`src/rtl/obsidian_memory_stage_if.sv`:
```
// Data-memory port of the Obsidian MEM stage: a registered request held until a
// single-cycle acknowledge (or an abort by the stage).
interface obsidian_memory_stage_if #(
    parameter int ADDR_W = 10
);
    logic              mem_req;
    logic              mem_we;
    logic [ADDR_W-1:0] mem_addr;
    logic [31:0]       mem_wdata;
    logic [31:0]       mem_rdata;
    logic              mem_ack;

    // Handshake: the stage raises mem_req together with mem_we/mem_addr/mem_wdata.
    // It keeps all four stable until the edge where mem_ack=1, or until it aborts.
    // mem_ack is a one-cycle strobe. mem_rdata is sampled on the edge where mem_ack=1.
    // An acknowledge that arrives while no request is outstanding is ignored.
    modport master (
        output mem_req, mem_we, mem_addr, mem_wdata,
        input  mem_rdata, mem_ack
    );

    modport slave (
        input  mem_req, mem_we, mem_addr, mem_wdata,
        output mem_rdata, mem_ack
    );
endinterface

```
`src/rtl/obsidian_memory_stage.sv`:
```
// Obsidian MEM stage: runs loads/stores over a req/ack port, stalls upstream while an
// access is outstanding, and registers the 71-bit MEM_WB bundle.
module obsidian_memory_stage #(
    parameter int ADDR_W  = 10,
    parameter int TIMEOUT = 15
) (
    input  logic                            clk,
    input  logic                            rst_n,
    input  logic [72:0]                     EX_MEM,
    input  logic                            ex_valid,
    output logic                            stall,
    obsidian_memory_stage_if.master         dmem,
    output logic [70:0]                     MEM_WB,
    output logic                            mem_err,
    output logic                            state_dbg
);

    typedef enum logic {
        IDLE = 1'b0,
        WAIT = 1'b1
    } state_t;

    localparam logic [7:0] WAIT_LAST = 8'(TIMEOUT - 1);

    state_t            state;
    logic [7:0]        wait_cnt;
    logic              mem_req_r;
    logic              mem_we_r;
    logic [ADDR_W-1:0] mem_addr_r;
    logic [31:0]       mem_wdata_r;

    // Hold register: only the fields write-back needs once the access completes.
    logic              h_reg_write;
    logic              h_mem_to_reg;
    logic              h_load;
    logic [31:0]       h_alu;
    logic [4:0]        h_rd;

    logic              ex_reg_write;
    logic              ex_mem_to_reg;
    logic              ex_mem_read;
    logic              ex_mem_write;
    logic [31:0]       ex_alu;
    logic [31:0]       ex_store_data;
    logic [4:0]        ex_rd;
    logic              ex_memop;
    logic              ex_misaligned;

    assign ex_reg_write  = EX_MEM[72];
    assign ex_mem_to_reg = EX_MEM[71];
    assign ex_mem_read   = EX_MEM[70];
    assign ex_mem_write  = EX_MEM[69];
    assign ex_alu        = EX_MEM[68:37];
    assign ex_store_data = EX_MEM[36:5];
    assign ex_rd         = EX_MEM[4:0];
    assign ex_memop      = ex_mem_read | ex_mem_write;
    assign ex_misaligned = |ex_alu[1:0];

    assign stall          = (state == WAIT);
    assign state_dbg      = (state == WAIT);
    assign dmem.mem_req   = mem_req_r;
    assign dmem.mem_we    = mem_we_r;
    assign dmem.mem_addr  = mem_addr_r;
    assign dmem.mem_wdata = mem_wdata_r;

    always_ff @(posedge clk or negedge rst_n) begin
        if (!rst_n) begin
            state        <= IDLE;
            wait_cnt     <= 8'd0;
            mem_req_r    <= 1'b0;
            mem_we_r     <= 1'b0;
            mem_addr_r   <= '0;
            mem_wdata_r  <= 32'd0;
            MEM_WB       <= 71'd0;
            mem_err      <= 1'b0;
            h_reg_write  <= 1'b0;
            h_mem_to_reg <= 1'b0;
            h_load       <= 1'b0;
            h_alu        <= 32'd0;
            h_rd         <= 5'd0;
        end else begin
            case (state)
                IDLE: begin
                    if (!ex_valid) begin
                        MEM_WB <= 71'd0;
                    end else if (!ex_memop) begin
                        MEM_WB <= {ex_reg_write, ex_mem_to_reg, 32'd0, ex_alu, ex_rd};
                    end else if (ex_misaligned) begin
                        mem_err <= 1'b1;
                        MEM_WB  <= 71'd0;
                    end else begin
                        // Read+write together behaves as a store, so only a pure read loads.
                        h_reg_write  <= ex_reg_write;
                        h_mem_to_reg <= ex_mem_to_reg;
                        h_load       <= ex_mem_read & ~ex_mem_write;
                        h_alu        <= ex_alu;
                        h_rd         <= ex_rd;
                        mem_req_r    <= 1'b1;
                        mem_we_r     <= ex_mem_write;
                        mem_addr_r   <= ex_alu[ADDR_W+1:2];
                        mem_wdata_r  <= ex_store_data;
                        MEM_WB       <= 71'd0;
                        wait_cnt     <= 8'd0;
                        state        <= WAIT;
                    end
                end
                WAIT: begin
                    // Ack is tested first so a late ack on the timeout edge still completes.
                    if (dmem.mem_ack) begin
                        MEM_WB    <= {h_reg_write, h_mem_to_reg,
                                      (h_load ? dmem.mem_rdata : 32'd0), h_alu, h_rd};
                        mem_req_r <= 1'b0;
                        state     <= IDLE;
                    end else if (wait_cnt == WAIT_LAST) begin
                        mem_req_r <= 1'b0;
                        mem_err   <= 1'b1;
                        MEM_WB    <= 71'd0;
                        state     <= IDLE;
                    end else begin
                        wait_cnt <= wait_cnt + 8'd1;
                        MEM_WB   <= 71'd0;
                    end
                end
                default: state <= IDLE;
            endcase
        end
    end

endmodule

```
`src/flat_wrapper.sv`:
```
// flat-port wrapper written by rule: the top's interface ports become plain ports
module obsidian_memory_stage_flat 
#(
    parameter int ADDR_W  = 10,
    parameter int TIMEOUT = 15
)
  (clk, rst_n, EX_MEM, ex_valid, stall, MEM_WB, mem_err, state_dbg, dmem_mem_req, dmem_mem_we, dmem_mem_addr, dmem_mem_wdata, dmem_mem_rdata, dmem_mem_ack);
  obsidian_memory_stage_if #(.ADDR_W(ADDR_W)) dmem_i ();
  input  logic clk;
  input  logic rst_n;
  input  logic [72:0] EX_MEM;
  input  logic ex_valid;
  output logic stall;
  output logic [70:0] MEM_WB;
  output logic mem_err;
  output logic state_dbg;
  output wire logic [$bits(dmem_i.mem_req)-1:0] dmem_mem_req;
  output wire logic [$bits(dmem_i.mem_we)-1:0] dmem_mem_we;
  output wire logic [$bits(dmem_i.mem_addr)-1:0] dmem_mem_addr;
  output wire logic [$bits(dmem_i.mem_wdata)-1:0] dmem_mem_wdata;
  input wire logic [$bits(dmem_i.mem_rdata)-1:0] dmem_mem_rdata;
  input wire logic [$bits(dmem_i.mem_ack)-1:0] dmem_mem_ack;
  assign dmem_mem_req = dmem_i.mem_req;
  assign dmem_mem_we = dmem_i.mem_we;
  assign dmem_mem_addr = dmem_i.mem_addr;
  assign dmem_mem_wdata = dmem_i.mem_wdata;
  assign dmem_i.mem_rdata = dmem_mem_rdata;
  assign dmem_i.mem_ack = dmem_mem_ack;
  obsidian_memory_stage #(.ADDR_W(ADDR_W), .TIMEOUT(TIMEOUT)) u_core (.clk(clk), .rst_n(rst_n), .EX_MEM(EX_MEM), .ex_valid(ex_valid), .stall(stall), .dmem(dmem_i), .MEM_WB(MEM_WB), .mem_err(mem_err), .state_dbg(state_dbg));
endmodule
```
`config.mk`:
```
export PLATFORM = sky130hd
export DESIGN_NAME = obsidian_memory_stage_flat
export DESIGN_NICKNAME = d
export VERILOG_FILES = /design/src/rtl/obsidian_memory_stage_if.sv /design/src/rtl/obsidian_memory_stage.sv /design/src/flat_wrapper.sv
export SDC_FILE = /design/constraint.sdc
export NUM_CORES = 1
export LEC_CHECK = 0
export ABC_AREA = 1
export CORE_MARGIN = 4
export CORE_UTILIZATION = 46
export CTS_BUF_LIST = sky130_fd_sc_hd__clkbuf_8
export CTS_CLUSTER_SIZE = 28
export DETAILED_ROUTE_END_ITERATION = 12
export HOLD_SLACK_MARGIN = 0.05
export PLACE_DENSITY_LB_ADDON = 0.15
export SLEW_MARGIN = 5
export SYNTH_ARGS = -nofsm -noshare
export SYNTH_HDL_FRONTEND = slang
export SYNTH_SLANG_ARGS = --single-unit
```
`constraint.sdc`:
```
create_clock -name clk -period 1.8 [get_ports clk]
set_input_delay 0.18 -clock clk [delete_from_list [all_inputs] [get_ports clk]]
set_output_delay 0.18 -clock clk [all_outputs]
set_load 0.02 [all_outputs]
```
=== Yosys cells after proc, flatten, opt, wreduce, memory -nomap -nowiden ===
Index checks and enable logic that the tools add are counted.

* Flip-flop bits (word level): 165
* Input port bits: 109
* Logic and storage cells: 62

* $add $sub $neg: 1
* Equal/unequal tests: 9
* Muxes and demuxes: 29
* Bitwise operators: 5
* Reduce and logical (&&, ||, !) cells: 5

{| class="wikitable"
|+ Operator list
! operator !! number
|-
| $mux 71 || 3
|-
| $pmux 71 s2 || 1
|-
| $mux 8 || 5
|-
| $mux 32 || 1
|-
| $pmux 8 s2 || 1
|-
| $mux 1 || 15
|-
| $ne 2x2->1 const B || 5
|-
| $reduce_and 5->1 || 2
|-
| $add 8x1->8 const B || 1
|-
| $eq 8x4->1 const B || 1
|-
| $reduce_and 4->1 || 2
|-
| $pmux 1 s2 || 3
|-
| $ne 2x1->1 const B || 2
|-
| $ne 3x3->1 const B || 1
|-
| $not 1->1 || 3
|-
| $reduce_or 2->1 || 1
|-
| $and 1x1->1 || 1
|-
| $or 1x1->1 || 1
|}

=== Longest topological paths before layout ===
* Word-level depth: 5
* Gate-level depth with buffers: 10

=== Worst setup path before layout ===
OpenSTA, ideal clock, no wires.

* Path type: register -> register
* From: reg u_core.state (netlist: u_core.stall)
* To: reg u_core.wait_cnt[2]
* Setup time: 0.121 ns
* Data arrival time: 1.326 ns
* Data required time: 1.679 ns
* Slack: 0.354 ns
* Stages on the path, launching flop included: 10
* Buffers on the path: 2
* Clock period less this slack: 1.446 ns
* Path through: dfrtp_1 buf_2 inv_2 nand2_2 nand2_1 nor2_1 nand2_1 buf_2 nand2_1 o21ai_1

* Word-level cells in the longest chain between the ends: 3
* Elaborated cells between the ends (all ways): 8
* Classes of those cells: 5 x eq/ne; 1 x mux; 1 x bitwise; 1 x reduce/logical

{| class="wikitable"
|+ Ends and longest elaborated chain
! item !! RTL line !! text
|-
| from (decl) || obsidian_memory_stage.sv:25 || <nowiki>state_t state;</nowiki>
|-
| from (signal assigned) || obsidian_memory_stage.sv:68 || <nowiki>state <= IDLE;</nowiki>
|-
| from (signal assigned) || obsidian_memory_stage.sv:104 || <nowiki>state <= WAIT;</nowiki>
|-
| from (signal assigned) || obsidian_memory_stage.sv:113 || <nowiki>state <= IDLE;</nowiki>
|-
| $not 1->1 (no line) || n/a ||
|-
| $ne 2x1->1 (no line) or $ne 2x2->1 (tied branches) || n/a ||
|-
| $reduce_and 5->1 (no line) || n/a ||
|-
| to (signal assigned) || obsidian_memory_stage.sv:120 || <nowiki>wait_cnt <= wait_cnt + 8'd1;</nowiki>
|-
| to (decl) || obsidian_memory_stage.sv:26 || <nowiki>logic [7:0] wait_cnt;</nowiki>
|}

Parallel ways exist; a longest one is shown, timed or not.
A chain may end at the register's enable or synchronous reset.

==> flow_metrics.py <==
metrics = {
    "status": {
        "status": "finished, final reports clean",
    },
    "clock_tree": {
        "clock_path_buffers": 2,
        "cts_post_setup_buffers_inserted": 0,
        "cts.clk_slew.worst_paths_ns": 0.08,
        "cts.sinks": 155,
        "cts-buffers-inserted": 17,
        "clkLatencyLatePin_ns": 0.43,
        "htreeDepth": 4,
        "ctsRootBufferMaster": "clkbuf_8",
        "cts_tree": "yes",
    },
    "timing": {
        "finalSetupTns_ns": 0,
        "worstMarginPinSlew_ns": 0.399,
        "slew_headroom_pct": 73.4,
        "fin_skew_ns": 0.00731,
        "slew_viol_final": 0,
        "rsz0062_at_grt": "false",
        "finalHoldViolCount": 0,
        "setup_violations": 0,
        "period_share_pct": 89.9,
        "fin_crit_ns": 1.62,
        "fmax_mhz": 618,
    },
    "place": {
        "placed_area_sq_mm": 0.00849,
        "io_buffers": 226,
        "gp_congestion": 0.803,
        "dp_hpwl_mm": 10.7,
    },
    "critical_path": {
        "cpLargestDelayFamily": "buffers and inverters",
        "crit_type": "reg2out",
        "max_stage_delay_ns": 0.62,
        "cp-end-kind": "output port",
        "path_cells": "clkdlybuf4s50_1",
        "cp.required_ns": 1.62,
        "crit_arrival_ns": 1.44,
        "critPathLaunchType": "flip-flop",
        "timing.critical_path.buf_inv": 1,
        "regToRegSetupSlack_ns": 0.33,
        "cpMaxStageDelayCell": "clkdlybuf4s50_1",
        "worstPathMaxFanout": 3,
    },
    "global_route": {
        "grt_pass1_vias": 4907,
        "antenna_found_initial": 0,
        "grt_pass1_wl_mm": 24.2,
        "track_usage_pct": 20.3,
        "grt_overflow": 0,
        "grt_max_degree": 74,
    },
    "final_layout": {
        "largest_reg_flops": 71,
        "diodes": 0,
        "finalInstanceArea_sq_mm": 0.00888,
        "nFillCells": 974,
        "drive_above_1_share_pct": 5.45,
        "multi_input_area_sq_mm": 0.00163,
        "regMostFlops": "u_core.MEM_WB",
        "area_delta_synth_final_pct": 45.8,
        "ff_latch_area_sq_mm": 0.00388,
        "final_nets": 980,
    },
    "power_and_ir_drop": {
        "intPower_mw": 6.28,
        "p_clk_share_pct": 28.9,
        "p_per_area_mw_per_mm2": 990,
        "p_seq_share_pct": 48.1,
        "pwr-share-comb_pct": 23.0,
        "vdd_ir_drop_max_mv": 0.731,
        "swShare_pct": 28.5,
        "p_sw_mw": 2.51,
        "p_leak_nw": 4.40,
    },
    "route": {
        "drt_pass1_iterations": 6,
        "vias_per_cell": 4.69,
        "totalWireLength_mm": 15.0,
        "ant_nets": 0,
        "routedWlPerCell_um": 14.3,
        "vias": 4932,
        "drt_iter0_markers": 472,
        "drc": 0,
    },
    "floorplan": {
        "core_area_sq_mm": 0.0128,
        "num_io_pins": 227,
        "die_w_um": 123,
        "initial_core_util_pct": 47.7,
        "dieArea_sq_mm": 0.0151,
        "num_rows": 41,
        "die_h_um": 123,
    },
    "run": {
        "maxCapViolCount": 0,
    },
    "synthesis": {
        "yosysWarningCount": 0,
        "ys_types": 21,
        "synth.avg_cell_area_sq_um": 9.34,
        "synthCells": 652,
        "synth_fp_nets": 763,
        "syn_area_sq_mm": 0.00609,
        "ys_ff_latch": 155,
        "ys_seq_area_share_pct": 63.7,
    },
    "min_path": {
        "hold_class": "in2async",
    },
}
## layout by cell type (no fill, tap or decap)
cell / n
a21o_1: 1
o21ai_1: 34
inv_6: 1
bufinv_16: 2
nor2_4: 1
dfrtp_1: 155
ha_1: 2
dlygate4sd2_1: 2
inv_1: 91
nand2_1: 212
nand2_2: 2
dlygate4sd3_1: 1
nand4_1: 2
buf_4: 8
o21ai_0: 13
a21oi_1: 1
o31ai_1: 37
buf_12: 5
nor2_1: 48
nor2_2: 1
nand3_1: 8
inv_2: 3
o32ai_1: 2
clkdlybuf4s50_1: 223
clkinv_2: 1
clkinvlp_4: 2
buf_6: 1
clkbuf_8: 21
## worst paths after layout
check / depth (start not counted) / from / end
worst max register to register: 6 / u_core.stall / u_core.dmem.mem_wdata[15]
worst min-delay path: 2 / rst_n / u_core.h_alu[16]
max in group asynchronous: 3 / rst_n / u_core.MEM_WB[47]
worst min register to register: 2 / u_core.dmem.mem_wdata[4] / u_core.dmem.mem_wdata[4]
min in group clk: 3 / dmem_mem_rdata[28] / u_core.MEM_WB[65]
worst max-delay path: 1 / u_core.h_alu[6] / dmem_mem_addr[4]
## power by group through the flow
| stage | logic (mW) | clock network [mW] | registers (mW) |
|---|---|---|---|
| after floorplan | 0.692 | 0 | 4.56 |
| after CTS | 2.06 | 2.61 | 4.23 |
| after detailed placement | 2.05 | 0 | 4.29 |
| after global placement | 2.01 | 0 | 4.27 |
| final | 2.03 | 2.54 | 4.23 |
| after global routing | 2.22 | 2.79 | 4.29 |
## per-layer routing
layer | up-vias | wire (um) | global-route usage, % | part of all wire (%)
met5 | - | 0 | 0 | 0
met4 | 0 | 376 | 7.54 | 2.5
met3 | 28 | 1440 | 7.00 | 9.6
met2 | 213 | 6990 | 31.1 | 47
met1 | 2267 | 6200 | 26.9 | 41
li1 | 2424 | - | - | -
## kinds of logic after synthesis
logic type / count (synthesis) / share of synthesized area (%)
adder cells (fa/ha/maj): 2 / 0.411
flip-flops: 155 / 63.7
AND/OR/NAND/NOR: 274 / 17.4
AO/OA/AOI/OAI: 88 / 8.92
buffers and inverters: 133 / 9.61
## cell type report
| cell class | instances | area share (%) |
|---|---|---|
| clock inverter | 9 | 1.11 |
| clock buffer | 21 | 3.25 |
| timing repair buffer | 240 | 27.4 |
| tap | 172 | 2.42 |
| multi-input combinational | 364 | 18.3 |
| sequential | 155 | 43.7 |
| inverter | 91 | 3.86 |
## metrics by stage
step	worst slack [ns]	cells	power, mW	hold slack [ns]	utilization, %
detailed placement	0.0581	1021	6.34	0.124	66.4
finish	0.182	1052	8.79	0.231	69.5
CTS	0.134	1052	8.89	0.218	69.5
global placement	0.129	1021	6.27	0.120	66.4
floorplan	0.354	652	5.26	-0.116	-
global route	0.0898	1052	9.30	0.220	69.5
## Yosys cell counts
library cell / number / area [sq um]
o32ai_1: 2 / 17.5
buf_6: 4 / 45.0
nand2_1: 212 / 796
buf_2: 12 / 60.1
o21ai_0: 13 / 65.1
nor2_2: 1 / 6.26
dfrtp_1: 155 / 3880
a21o_1: 1 / 7.51
nor2_1: 48 / 180
clkbuf_1: 15 / 56.3
ha_1: 2 / 25.0
nand2_2: 2 / 12.5
a21oi_1: 1 / 5.00
nand3_1: 8 / 40.0
inv_2: 4 / 15.0
nor2_4: 1 / 11.3
o31ai_1: 37 / 278
buf_4: 11 / 82.6
nand4_1: 2 / 12.5
inv_1: 87 / 327
o21ai_1: 34 / 170
## what timing repair did
| action | CTS | global route |
|---|---|---|
| setup endpoints to repair | 2 | 0 |
| hold buffers | 1 | 0 |
| endpoints found under the hold margin | 133 | 0 |
| resized for setup | 2 | 0 |
(Power assumes the default switching activity.)
